==> src/rtl/spad_pkg.sv <==
// Shared scratchpad definitions: width helpers and per-scratchpad geometry.
package spad_pkg;

  function automatic int unsigned clog2(input int unsigned value);
    int unsigned result;
    result = 0;
    while ((64'd1 << result) < 64'(value)) begin
      result = result + 1;
    end
    return result;
  endfunction

  // Number of memory words moved by one transfer of data_w bits.
  function automatic int unsigned words(input int unsigned data_w, input int unsigned mem_w);
    return data_w / mem_w;
  endfunction

  localparam int unsigned SPAD_MEM_WIDTH     = 16;

  localparam int unsigned IFMAP_W_WIDTH      = 16;
  localparam int unsigned IFMAP_R_WIDTH      = 64;
  localparam int unsigned IFMAP_DEPTH        = 16;
  localparam int unsigned IFMAP_ADDR_WIDTH   = clog2(IFMAP_DEPTH);

  localparam int unsigned FILTER_W_WIDTH     = 64;
  localparam int unsigned FILTER_R_WIDTH     = 16;
  localparam int unsigned FILTER_DEPTH       = 256;
  localparam int unsigned FILTER_ADDR_WIDTH  = clog2(FILTER_DEPTH);

  localparam int unsigned PSUM_W_WIDTH       = 16;
  localparam int unsigned PSUM_R_WIDTH       = 16;
  localparam int unsigned PSUM_DEPTH         = 32;
  localparam int unsigned PSUM_ADDR_WIDTH    = clog2(PSUM_DEPTH);

endpackage

==> src/rtl/spad_ptr.sv <==
// Modulo 2**ADDR_WIDTH address pointer advancing by a fixed step; clear wins over enable.
module spad_ptr #(
  parameter int unsigned ADDR_WIDTH = 4,
  parameter int unsigned STEP       = 1
) (
  input  logic                  clk,
  input  logic                  clear,
  input  logic                  en,
  output logic [ADDR_WIDTH-1:0] ptr
);

  // Wrap-around is plain truncation of the sum.
  localparam logic [ADDR_WIDTH-1:0] STEP_C = ADDR_WIDTH'(STEP);

  logic [ADDR_WIDTH-1:0] ptr_q;

  always_ff @(posedge clk) begin
    if (clear) begin
      ptr_q <= '0;
    end else if (en) begin
      ptr_q <= ptr_q + STEP_C;
    end
  end

  assign ptr = ptr_q;

endmodule

==> src/rtl/spad_fifo_ctrl.sv <==
// Scratchpad FIFO pointer/flow-control engine: push/pop handshake, memory address drive,
// occupancy and sticky error flags for a negedge-write, combinational-read memory.
module spad_fifo_ctrl
  import spad_pkg::*;
#(
  parameter int unsigned R_DATA_WIDTH = 64,
  parameter int unsigned W_DATA_WIDTH = 16,
  parameter int unsigned MEM_WIDTH    = 16,
  parameter int unsigned FIFO_DEPTH   = 16,
  parameter int unsigned ADDR_WIDTH   = 4
) (
  input  logic                  clk,
  input  logic                  reset,
  input  logic                  flush,
  input  logic                  push_valid,
  output logic                  push_ready,
  output logic                  pop_valid,
  input  logic                  pop_ready,
  output logic                  mem_wr_en,
  output logic [ADDR_WIDTH-1:0] mem_wr_addr,
  output logic                  mem_rd_en,
  output logic [ADDR_WIDTH-1:0] mem_rd_addr,
  output logic [ADDR_WIDTH:0]   count,
  output logic                  full,
  output logic                  empty,
  output logic                  overflow_err,
  output logic                  underflow_err
);

  localparam int unsigned W_WORDS   = words(W_DATA_WIDTH, MEM_WIDTH);
  localparam int unsigned R_WORDS   = words(R_DATA_WIDTH, MEM_WIDTH);
  localparam int unsigned CNT_WIDTH = ADDR_WIDTH + 1;

  localparam logic [CNT_WIDTH-1:0] DEPTH_C = CNT_WIDTH'(FIFO_DEPTH);
  localparam logic [CNT_WIDTH-1:0] W_C     = CNT_WIDTH'(W_WORDS);
  localparam logic [CNT_WIDTH-1:0] R_C     = CNT_WIDTH'(R_WORDS);

  logic [ADDR_WIDTH-1:0] wr_ptr;
  logic [ADDR_WIDTH-1:0] rd_ptr;
  logic [CNT_WIDTH-1:0]  count_q;
  logic [CNT_WIDTH-1:0]  count_d;
  logic [CNT_WIDTH-1:0]  space;
  logic                  push_fire;
  logic                  pop_fire;
  logic                  clear;
  logic                  overflow_q;
  logic                  underflow_q;

  // Handshake looks only at registered occupancy; same-cycle traffic never creates room or data.
  assign space      = DEPTH_C - count_q;
  assign push_ready = (space >= W_C);
  assign pop_valid  = (count_q >= R_C);
  assign push_fire  = push_valid & push_ready;
  assign pop_fire   = pop_valid & pop_ready;
  assign clear      = reset | flush;

  spad_ptr #(
    .ADDR_WIDTH (ADDR_WIDTH),
    .STEP       (W_WORDS)
  ) u_wr_ptr (
    .clk   (clk),
    .clear (clear),
    .en    (push_fire),
    .ptr   (wr_ptr)
  );

  spad_ptr #(
    .ADDR_WIDTH (ADDR_WIDTH),
    .STEP       (R_WORDS)
  ) u_rd_ptr (
    .clk   (clk),
    .clear (clear),
    .en    (pop_fire),
    .ptr   (rd_ptr)
  );

  always_comb begin
    count_d = count_q;
    if (clear) begin
      count_d = '0;
    end else begin
      if (push_fire) count_d = count_d + W_C;
      if (pop_fire)  count_d = count_d - R_C;
    end
  end

  always_ff @(posedge clk) begin
    count_q <= count_d;
    if (reset) begin
      overflow_q  <= 1'b0;
      underflow_q <= 1'b0;
    end else if (!flush) begin
      // Requests in a flush cycle are discarded, so they cannot raise an error either.
      overflow_q  <= overflow_q  | (push_valid & ~push_ready);
      underflow_q <= underflow_q | (pop_ready  & ~pop_valid);
    end
  end

  assign mem_wr_en     = push_fire & ~flush;
  assign mem_wr_addr   = wr_ptr;
  assign mem_rd_en     = pop_valid;
  assign mem_rd_addr   = rd_ptr;
  assign count         = count_q;
  assign full          = (count_q == DEPTH_C);
  assign empty         = (count_q == '0);
  assign overflow_err  = overflow_q;
  assign underflow_err = underflow_q;

`ifndef SYNTHESIS
  // Full is the only case where equal pointers mean FIFO_DEPTH words rather than zero.
  a_count_matches_ptrs: assert property (@(posedge clk) disable iff (reset)
    (count_q <= DEPTH_C) && (count_q[ADDR_WIDTH-1:0] == (wr_ptr - rd_ptr)));
`endif

endmodule

==> config.mk <==
export PLATFORM = sky130hd
export DESIGN_NAME = spad_fifo_ctrl
export DESIGN_NICKNAME = d
export VERILOG_FILES = /design/src/rtl/spad_pkg.sv /design/src/rtl/spad_ptr.sv /design/src/rtl/spad_fifo_ctrl.sv
export SDC_FILE = /design/constraint.sdc
export NUM_CORES = 1
export LEC_CHECK = 0
export CAP_MARGIN = 10
export CORE_MARGIN = 4
export CORE_UTILIZATION = 45
export DETAILED_ROUTE_END_ITERATION = 8
export DONT_BUFFER_PORTS = 1
export GPL_TIMING_DRIVEN = 0
export SLEW_MARGIN = 20
export SYNTH_ARGS = -nofsm -noshare
export SYNTH_HDL_FRONTEND = slang
export SYNTH_HIERARCHICAL = 1
export SYNTH_SLANG_ARGS = --single-unit
==> constraint.sdc <==
create_clock -name clk -period 4.55 [get_ports clk]
set_input_delay 0.6825 -clock clk [delete_from_list [all_inputs] [get_ports clk]]
set_output_delay 0.6825 -clock clk [all_outputs]
set_load 0.1 [all_outputs]
==> impl_metrics.csv <==
group,metric,value,unit
final_layout,layout.nets,108,
clock_tree,cts_made_buffers,3,
yosys,ys_seq_area_frac,0.301,
timing,hold_viol,0,
detailed_routing,drc,0,
final_layout,stdcell_area,947,sq um
grt,grt_util_met3,0.0487,
final_layout,syn2layout_area_growth,9.39,%
floorplan,num_rows,15,
detailed_routing,firstDrtPassIters,3,
clock_tree,cts_root_buffer,"clkbuf_4",
pwr,leakage,0.000372,uW
floorplan,die_area,2690,sq um
detailed_routing,drt-wirelength-per-cell,12.6,microns
yosys,synth_adder_area_share,0.101,
yosys,synthCells,90,
floorplan,fp.coreArea,1780,sq um
setup_path,r2r-end,"count[4]",
yosys,synth_edf_count,0,
timing,setup_viol,0,
yosys,synth_area_leaders,"dfxtp_1, ha_1, xnor2_1, buf_6, nor2_1",
timing,clock_skew,5.29,ps
setup_path,critPathCaptureType,"output port",
yosys,synth-simple-area-share,0.254,
pwr,powerDensity,260,nW/um^2
floorplan,die_w,51.9,microns
min_path,hold_path_end,"underflow_err",
pwr,comb_power_share,0.164,
timing,slew-limit-headroom,0.241,
clock_tree,post_cts_buffers,0,
status,outcome,"completed",
min_path,worstHoldPathCells,1,
timing,fin_ws,175,ps
placement,port_buffers,0,
job,timing.max_cap.violations,0,
pwr,internal-power,160,uW
placement,place_area,920,sq um
detailed_routing,vias,610,
clock_tree,clk_pin_slew_worst_paths,90,ps
grt,grt_util_met2,0.211,
yosys,synthDominantCellAreaShare,0.301,
yosys,ys_types,43,
yosys,synth_flop_cell,"dfxtp_1",
floorplan,pin_count,26,
setup_path,critical_path_arrival,3690,ps
placement,gp_congestion,0.756,
final_layout,antenna_cells,0,
detailed_routing,first_iter_violations,7,
pwr,clkPwrFrac,0.293,
setup_path,r2r_cells,13,
clock_tree,hold_buffers,0,
min_path,hold_start,"reset",
grt,antenna_found_initial,0,
timing,slew_violations,0,
yosys,post-synth-top-area-cell,"dfxtp_1",
yosys,synthXorXnorAreaFrac,0.0506,
yosys,synth_compound_area_frac,0.160,
pwr,irDropWorstVdd,0.157,mV
final_layout,drive_above_1_share,0.263,
setup_path,r2r-start,"count[1]",
yosys,syn_area_per_cell,9.62,sq um
grt,grt_usage,0.126,
placement,dp_hpwl,1180,microns
setup_path,reg2reg_slack,970,ps
yosys,muxShareOfSynthArea,0.0289,
placement,dp_slack,377,ps
setup_path,cp_max_fo,7,
grt,grt_use_met1,0.146,
detailed_routing,viasPerCell,5.08,
pwr,p_seq_frac,0.543,
yosys,async_flop_share,0,
grt,grt_pass1_vias,614,
timing,fmax,229,MHz
timing,finalCriticalPeriod,4380,ps
yosys,ys_warn_count,6,
grt,busiest_layer,"met2",
setup_path,crit_type,"reg -> out",
clock_tree,cts_resized,0,
detailed_routing,wl,1510,microns
clock_tree,cts_buffer_depth,2,
setup_path,cp.required,3870,ps
yosys,synth_top_family_by_area,"simple AND/OR/NAND/NOR gates",
yosys,synth_area,866,sq um
timing,rsz0062_at_grt,"no",
pwr,power_switching,86.9,uW
timing,post-route-period-util,0.962,
final_layout,post-route-util,0.531,
yosys,ys_ff_latch,13,
clock_tree,clock_sinks,13,
min_path,hp-class,"in -> reg",
floorplan,start_util,0.486,
setup_path,critPathLaunchType,"register",
timing,worstMarginPinSlew,1140,ps
detailed_routing,drtAntennaViolNets,0,
clock_tree,clock_latency,270,ps
floorplan,die_h,51.9,microns
clock_tree,cts_max_level,1,
timing,whs,467,ps
grt,grt-ovfl-total,0,
grt,grt_pass1_wl,2570,microns
timing,tns,0,ps
pwr,netSwitchingFraction,0.353,
clock_tree,cts_tree,"built",
grt,grt_max_degree,15,
-- power by group through the flow --
| stage | Clock (uW) | Sequential [uW] | Combinational (uW) |
|---|---|---|---|
| 6_report | 72.3 | 134 | 40.3 |
| 5_1_grt | 80.1 | 134 | 42.9 |
| 4_1_cts | 75.3 | 134 | 40.7 |
| 3_5_place_dp | 0 | 137 | 40.6 |
| 3_3_place_gp | 0 | 137 | 39.7 |
| 2_1_floorplan | 0 | 136 | 37.0 |
-- state kept, by name (all words and copies together) (netlist names) --
name,count
overflow_err,1
underflow_err,1
u_rd_ptr/ptr,2
u_wr_ptr/ptr,4
count,5
-- synthesized netlist by cell type, types with 2 or more instances --
| library cell | n |
|---|---|
| dfxtp_1 | 13 |
| nand4_1 | 2 |
| inv_1 | 7 |
| nand3b_1 | 2 |
| xnor2_1 | 4 |
| nor2_1 | 8 |
| ha_1 | 7 |
| nand2_1 | 2 |
| buf_6 | 3 |
| nor2b_1 | 2 |
| a21oi_1 | 3 |
| a21bo_2 | 2 |
| nor3b_1 | 2 |
| buf_4 | 3 |
| nor3_1 | 2 |
-- stage by stage --
stage / std cells / power [uW]
after global routing: 120 / 257
after detailed placement: 116 / 177
final: 120 / 247
after CTS: 120 / 250
after floorplan: 91 / 173
after global placement: 116 / 176
-- critical path, cell delays in order, from the launching register on --
cell     delay (ps)
dfxtp_1        1090
inv_1           100
ha_1            250
inv_1           120
nor3_1           90
ha_1            260
nor4b_2         190
o21ai_4         340
nor3b_4         980
-- placed cells by master (no fill, tap or decap), drive strengths merged --
cell type	instances
and3b	1
xnor2	4
nand4	3
inv	7
o32ai	1
o21ai	2
a211oi	2
o2bb2ai	1
mux2	1
nand3b	2
o211ai	1
or3	1
nor3b	3
nor4bb	1
a21oi	4
xor2	1
o21a	1
nor2b	2
nor2	8
ha	7
nand2	2
clkbuf	5
mux2i	1
a21bo	3
or2	1
and2	2
buf	6
a221o	1
nor4b	1
dfxtp	13
nor3	4
a311oi	1
conb	2
-- per-layer routing --
layer | up-vias | share of wire
li1 | 320 | -
met2 | 19 | 0.44
met5 | - | 0
met3 | 2 | 0.082
met4 | 0 | 0.0080
met1 | 269 | 0.47
-- how the worst max path moves through the flow --
stage | startpoint | to | slack (ps) | depth (start not counted)
floorplan | count[0] | mem_wr_en | 370 | 8
global placement | count[0] | mem_wr_en | 190 | 8
detailed placement | count[0] | mem_wr_en | 380 | 8
CTS | count[0] | mem_wr_en | 60 | 8
global route | count[1] | mem_wr_en | 20 | 8
finish | count[1] | mem_wr_en | 170 | 8
-- cells by family after synthesis --
family,count (synthesis)
and+or+nand+nor,31
AOI/OAI and AO/OA,17
buffers and inverters,14
DFF,13
adders and majority gates,7
xor gates and xnor gates,5
muxes,2
other,1
-- area by class of cell --
type,instances,area (sq um)
inverter,7,26.3
buffer,7,60.1
multi-input combinational,64,542
sequential,13,262
fill,168,836
clock buffer,4,26.3
tap,25,31.3
Note: power is estimated with default switching activity, not from simulation.
